[config.mk]
export PLATFORM = sky130hd
export DESIGN_NAME = saturating_accumulator
export DESIGN_NICKNAME = d
export VERILOG_FILES = /design/src/rtl/saturating_accumulator_pkg.sv /design/src/rtl/saturating_accumulator_clamp_add_unit.sv /design/src/rtl/saturating_accumulator.sv
export SDC_FILE = /design/constraint.sdc
export NUM_CORES = 1
export LEC_CHECK = 0
export CAP_MARGIN = 5
export CORE_ASPECT_RATIO = 1.2
export CORE_MARGIN = 1
export CORE_UTILIZATION = 51
export CTS_CLUSTER_DIAMETER = 80
export CTS_CLUSTER_SIZE = 24
export DETAILED_ROUTE_END_ITERATION = 10
export HOLD_SLACK_MARGIN = 0.02
export PLACE_DENSITY = 0.76
export SLEW_MARGIN = 10
export SYNTH_ARGS = -nofsm -noshare
export SYNTH_HDL_FRONTEND = slang
export SYNTH_HIERARCHICAL = 1
export SYNTH_SLANG_ARGS = --single-unit
export TNS_END_PERCENT = 10
[constraint.sdc]
create_clock -name _i_clk -period 4.15 [get_ports _i_clk]
set_input_delay 0.83 -clock _i_clk [delete_from_list [all_inputs] [get_ports _i_clk]]
set_output_delay 0.83 -clock _i_clk [all_outputs]
set_load 0.01 [all_outputs]
[src/rtl/saturating_accumulator_pkg.sv]
// Shared constants and helpers for the multi-channel saturating accumulator:
// mode encoding, output field layout and channel-index width.
package saturating_accumulator_pkg;

    localparam logic MODE_SAT  = 1'b0;
    localparam logic MODE_WRAP = 1'b1;

    // Packed output layout, LSB upwards: sticky, sat_now, sum, ch, valid.
    localparam int STICKY_BIT = 0;
    localparam int SAT_BIT    = 1;
    localparam int SUM_LSB    = 2;

    function automatic int ch_bits_f(input int channels);
        if (channels <= 1) begin
            return 1;
        end else begin
            return $clog2(channels);
        end
    endfunction

    function automatic int ch_lsb_f(input int width);
        return SUM_LSB + width;
    endfunction

    function automatic int out_w_f(input int width, input int ch_bits);
        return ch_bits + width + 3;
    endfunction

endpackage

[src/rtl/saturating_accumulator_clamp_add_unit.sv]
// Combinational update for one accumulator: add or load, then clamp to the
// ceiling (saturate mode) or keep the low bits and report the carry (wrap mode).
module clamp_add_unit
    import saturating_accumulator_pkg::*;
#(
    parameter int WIDTH = 8
) (
    input  logic [WIDTH-1:0] acc_i,
    input  logic [WIDTH-1:0] value_i,
    input  logic [WIDTH-1:0] max_i,
    input  logic             wrap_i,
    input  logic             clear_i,
    output logic [WIDTH-1:0] next_acc_o,
    output logic             sat_now_o
);

    logic [WIDTH:0] sum_s;

    // Select the new accumulator value and the saturation/carry indication.
    always_comb begin
        sum_s      = {1'b0, acc_i} + {1'b0, value_i};
        next_acc_o = acc_i;
        sat_now_o  = 1'b0;
        if (clear_i) begin
            if (wrap_i == MODE_WRAP) begin
                next_acc_o = value_i;
                sat_now_o  = 1'b0;
            end else if (value_i > max_i) begin
                next_acc_o = max_i;
                sat_now_o  = 1'b1;
            end else begin
                next_acc_o = value_i;
                sat_now_o  = 1'b0;
            end
        end else if (wrap_i == MODE_WRAP) begin
            next_acc_o = sum_s[WIDTH-1:0];
            sat_now_o  = sum_s[WIDTH];
        end else if (sum_s > {1'b0, max_i}) begin
            // Also catches an accumulator left above a ceiling that was lowered.
            next_acc_o = max_i;
            sat_now_o  = 1'b1;
        end else begin
            next_acc_o = sum_s[WIDTH-1:0];
            sat_now_o  = 1'b0;
        end
    end

endmodule

[src/rtl/saturating_accumulator.sv]
// Multi-channel accumulator with per-op saturate/wrap mode, per-channel sticky
// overflow flags and a registered, packed result word.
module saturating_accumulator
    import saturating_accumulator_pkg::*;
#(
    parameter int WIDTH    = 8,
    parameter int CHANNELS = 4
) (
    input  logic                                             _i_clk,
    input  logic                                             _i_rst_n,
    input  logic                                             _i_valid,
    input  logic [ch_bits_f(CHANNELS)-1:0]                   _i_ch,
    input  logic [WIDTH-1:0]                                 _i_value,
    input  logic [WIDTH-1:0]                                 _i_max,
    input  logic                                             _i_wrap,
    input  logic                                             _i_clear,
    output logic [out_w_f(WIDTH, ch_bits_f(CHANNELS))-1:0]   __output
);

    localparam int CH_BITS = ch_bits_f(CHANNELS);
    localparam int OUT_W   = out_w_f(WIDTH, CH_BITS);
    localparam int CH_LSB  = ch_lsb_f(WIDTH);
    localparam logic [CH_BITS:0] CH_LIMIT = (CH_BITS + 1)'(CHANNELS);

    logic [WIDTH-1:0]    acc_q [CHANNELS];
    logic [WIDTH-1:0]    acc_d [CHANNELS];
    logic [CHANNELS-1:0] sticky_q, sticky_d;

    logic               out_valid_q, out_valid_d;
    logic [CH_BITS-1:0] out_ch_q, out_ch_d;
    logic [WIDTH-1:0]   out_sum_q, out_sum_d;
    logic               out_sat_q, out_sat_d;
    logic               out_sticky_q, out_sticky_d;

    logic               accept_s;
    logic [CH_BITS-1:0] ch_idx_s;
    logic [WIDTH-1:0]   next_acc_s;
    logic               sat_now_s;
    logic               sticky_new_s;

    // Range-check the channel; an out-of-range index is steered to 0 so the
    // read never leaves the array, and the op is dropped anyway.
    always_comb begin
        accept_s = 1'b0;
        ch_idx_s = '0;
        if (_i_valid && ({1'b0, _i_ch} < CH_LIMIT)) begin
            accept_s = 1'b1;
            ch_idx_s = _i_ch;
        end else begin
            accept_s = 1'b0;
            ch_idx_s = '0;
        end
    end

    clamp_add_unit #(
        .WIDTH (WIDTH)
    ) u_clamp_add (
        .acc_i      (acc_q[ch_idx_s]),
        .value_i    (_i_value),
        .max_i      (_i_max),
        .wrap_i     (_i_wrap),
        .clear_i    (_i_clear),
        .next_acc_o (next_acc_s),
        .sat_now_o  (sat_now_s)
    );

    // Next-state for channel storage and the output fields.
    always_comb begin
        acc_d        = acc_q;
        sticky_d     = sticky_q;
        sticky_new_s = 1'b0;
        out_valid_d  = 1'b0;
        out_ch_d     = out_ch_q;
        out_sum_d    = out_sum_q;
        out_sat_d    = out_sat_q;
        out_sticky_d = out_sticky_q;
        if (accept_s) begin
            // A load restarts the sticky history before this op's flag is merged.
            if (_i_clear) begin
                sticky_new_s = sat_now_s;
            end else begin
                sticky_new_s = sticky_q[ch_idx_s] | sat_now_s;
            end
            acc_d[ch_idx_s]    = next_acc_s;
            sticky_d[ch_idx_s] = sticky_new_s;
            out_valid_d        = 1'b1;
            out_ch_d           = ch_idx_s;
            out_sum_d          = next_acc_s;
            out_sat_d          = sat_now_s;
            out_sticky_d       = sticky_new_s;
        end else begin
            out_valid_d = 1'b0;
        end
    end

    // State and output registers.
    always_ff @(posedge _i_clk or negedge _i_rst_n) begin
        if (!_i_rst_n) begin
            for (int i = 0; i < CHANNELS; i++) begin
                acc_q[i] <= '0;
            end
            sticky_q     <= '0;
            out_valid_q  <= 1'b0;
            out_ch_q     <= '0;
            out_sum_q    <= '0;
            out_sat_q    <= 1'b0;
            out_sticky_q <= 1'b0;
        end else begin
            acc_q        <= acc_d;
            sticky_q     <= sticky_d;
            out_valid_q  <= out_valid_d;
            out_ch_q     <= out_ch_d;
            out_sum_q    <= out_sum_d;
            out_sat_q    <= out_sat_d;
            out_sticky_q <= out_sticky_d;
        end
    end

    always_comb begin
        __output                        = '0;
        __output[OUT_W-1]               = out_valid_q;
        __output[CH_LSB +: CH_BITS]     = out_ch_q;
        __output[SUM_LSB +: WIDTH]      = out_sum_q;
        __output[SAT_BIT]               = out_sat_q;
        __output[STICKY_BIT]            = out_sticky_q;
    end

endmodule
==> impl_metrics.json <==
{
  "p_leak_nw": 2.06,
  "status": "finished, violations left",
  "worst_ep_required_time_ns": 4.35,
  "clkLatencyLatePin_ns": 0.30,
  "postSynth.asyncResetShare_pct": 100,
  "clock_path_buffers": 2,
  "clock-sinks": 49,
  "fin_skew_ns": 0.00593,
  "drtPass1Iterations": 5,
  "ir_drop_mv": 0.389,
  "dpl.cell_count": 457,
  "slowest_stage": "fa_2",
  "drtIter0Drc": 128,
  "pwr_density_cell_nw_per_um2": 673,
  "start_util_pct": 53.4,
  "muxShareOfSynthArea_pct": 19.1,
  "die_w_um": 74.9,
  "fp.dieArea_um2": 6700,
  "crit_buf_inv": 2,
  "grt-ovfl-total": 0,
  "gp_congestion": 0.913,
  "rsz0062_at_grt": "yes",
  "crit_path_start_kind": "input port",
  "synth_top_family_by_area": "multiplexers",
  "setup_viol": 46,
  "yosys_most_used_dff": "dfrtp_1",
  "syn_inst": 290,
  "grt_pass1_vias": 2853,
  "antenna_found_initial": 0,
  "maxCapViolCount": 0,
  "synth_common_cells": "49 x dfrtp_1, 47 x mux2_2, 24 x ha_1, 24 x inv_1, 16 x a21oi_1",
  "ys_types": 59,
  "drc": 0,
  "yosys.area_share.simple_pct": 10.1,
  "cts_buffers": 5,
  "fmax_ghz": 0.225,
  "portBuffers": 35,
  "netlist.area_leader.share_pct": 37.7,
  "violations": "setup timing",
  "yosysSeqAreaShare_pct": 37.7,
  "boundaryPins": 36,
  "hold_buffers": 0,
  "antennaDiodeCount": 0,
  "core_um2": 6090,
  "timing.final.crit_period_ns": 4.44,
  "num_rows": 31,
  "clk_pin_slew_ns": 0.09,
  "crit_arrival_ns": 4.63,
  "final_cells": 474,
  "avgSynthCellArea_um2": 11.2,
  "path_cells": "buf_12 -> mux2_4 -> o22ai_4 -> a21oi_2 -> ha_2 -> fa_2 -> a211oi_4 -> o21bai_1 -> a21oi_1 -> xor2_1 -> inv_1 -> ha_4 -> a211oi_4 -> o211ai_1 -> o211ai_2 -> nand3b_4 -> nand3_2 -> o211ai_1 -> mux2_4",
  "synth_area_leaders": "dfrtp_1 38%, mux2_2 16%, ha_1 9.2%",
  "synth-seq-cells": 49,
  "wl_per_cell_um": 19.2,
  "fp.dieH_um": 89.5,
  "crit_type": "in2reg",
  "synth_area_leader_cell": "dfrtp_1",
  "htreeDepth": 2,
  "via_count": 2725,
  "drive_gt1_share_pct": 43.1,
  "power.total_mw": 3.04,
  "cp_max_fo": 7,
  "tightest_slew_ns": 1.07,
  "worstSetupEndpointType": "flop",
  "relSlewSlack_pct": 29.0,
  "cts_tree": "built",
  "synth_adder_area_share_pct": 9.85,
  "cts_root_buf": "clkbuf_8",
  "hold_path_class": "reg2reg",
  "hold_viol": 0,
  "grt_max_degree": 50,
  "synth_area_um2": 3250,
  "nNetsFinal": 440,
  "post-route-period-util_pct": 107,
  "cpPeakStageDelay_ns": 0.39,
  "yosys.cell_count.top_type": "dfrtp_1",
  "setup_ws_ns": -0.287,
  "grt_first_pass_wirelength_mm": 14.5,
  "via_per_inst": 5.75,
  "ant_nets": 0,
  "synth-compound-area-share_pct": 15.9,
  "syn2layout_area_growth_pct": 39.1,
  "yosysWarnings": 6,
  "syn_nets": 338,
  "synth_edf_count": 0,
  "wirelength_mm": 9.10,
  "synth_xor_area_share_pct": 1.35,
  "hpwl_mm": 6.58,
  "grt_usage_pct": 29.7,
  "critical-path-top-delay-family": "compound AO/OA/AOI/OAI gates",
  "slew_viol_final": 0
}
==> what timing repair did <==
action | in CTS | in global routing
gates resized for setup | 32 | 19
buffers inserted | 8 | 3
pin swaps | 14 | 13
setup endpoints to repair | 46 | 46
==> path summary, 6_finish.rpt <==
kind	startpoint	end	slack, ns	cells after the start
worst max-delay path	_i_ch[0]	acc_q[3]$_DFFE_PN0P_	-0.29	19
worst min-delay path	acc_q[12]$_DFFE_PN0P_	acc_q[12]$_DFFE_PN0P_	0.51	1
worst max register to register	acc_q[8]$_DFFE_PN0P_	acc_q[3]$_DFFE_PN0P_	-0.01	18
worst min register to register	acc_q[12]$_DFFE_PN0P_	acc_q[12]$_DFFE_PN0P_	0.51	1
max in group asynchronous	_i_rst_n	acc_q[8]$_DFFE_PN0P_	2.78	1
min in group asynchronous	_i_rst_n	out_sum_q[2]$_DFFE_PN0P_	0.72	1
==> through the flow <==
stage	worst slack (ns)	util [%]	setup TNS [ns]	cell area, µm²	hold WS, ns
after floorplan	-0.216	-	-8.03	3360	0.470
after global placement	-0.904	68.4	-38.95	4170	0.483
after detailed placement	-0.986	68.4	-41.85	4170	0.492
after CTS	-0.306	73.2	-12.28	4460	0.514
after global routing	-0.464	74.2	-18.06	4520	0.525
final	-0.287	74.2	-10.56	4520	0.509
==> registers in the layout, summed over array words and instances, names as in the netlist <==
signal and flops:
acc_q 32, out_sum_q 8, sticky_q 4, out_ch_q 2
out_sat_q 1, out_sticky_q 1, out_valid_q 1
==> layer usage <==
metal	global-route usage, %	share of wire [%]	vias up
met4	17.3	3.9	0
li1	-	-	1280
met3	6.09	4.3	27
met2	49.2	51	87
met1	35.5	41	1331
met5	0	0	-
==> area by class of cell <==
cell class	instances	area, µm²
Clock buffer	5	68.8
Multi-Input combinational cell	205	2080
Fill cell	409	1570
Inverter	24	90.1
Tap cell	82	103
Clock inverter	2	35.0
Sequential cell	49	1230
Timing Repair Buffer	107	913
==> cell usage in the layout (no fill, tap or decap), types with 14 or more instances in the layout <==
master and count:
mux2_4 18, ha_1 21, clkdlybuf4s50_1 31, inv_1 24, dfrtp_1 49, a21oi_1 14
buf_4 68, mux2_2 30
==> power by group <==
part	total, mW	internal, mW	switching (mW)
logic	1.87	1.04	0.830
clock network	0.333	0.175	0.157
registers	0.843	0.706	0.137
==> kinds of logic (layout without fill, tap and decap cells) <==
group	after synthesis	after routing
mux	56	56
buf+inv	36	138
fa+ha+maj	25	25
xor+xnor	5	5
simple gates	45	45
flops	49	49
compound gates	74	74
(Power assumes the default switching activity.)
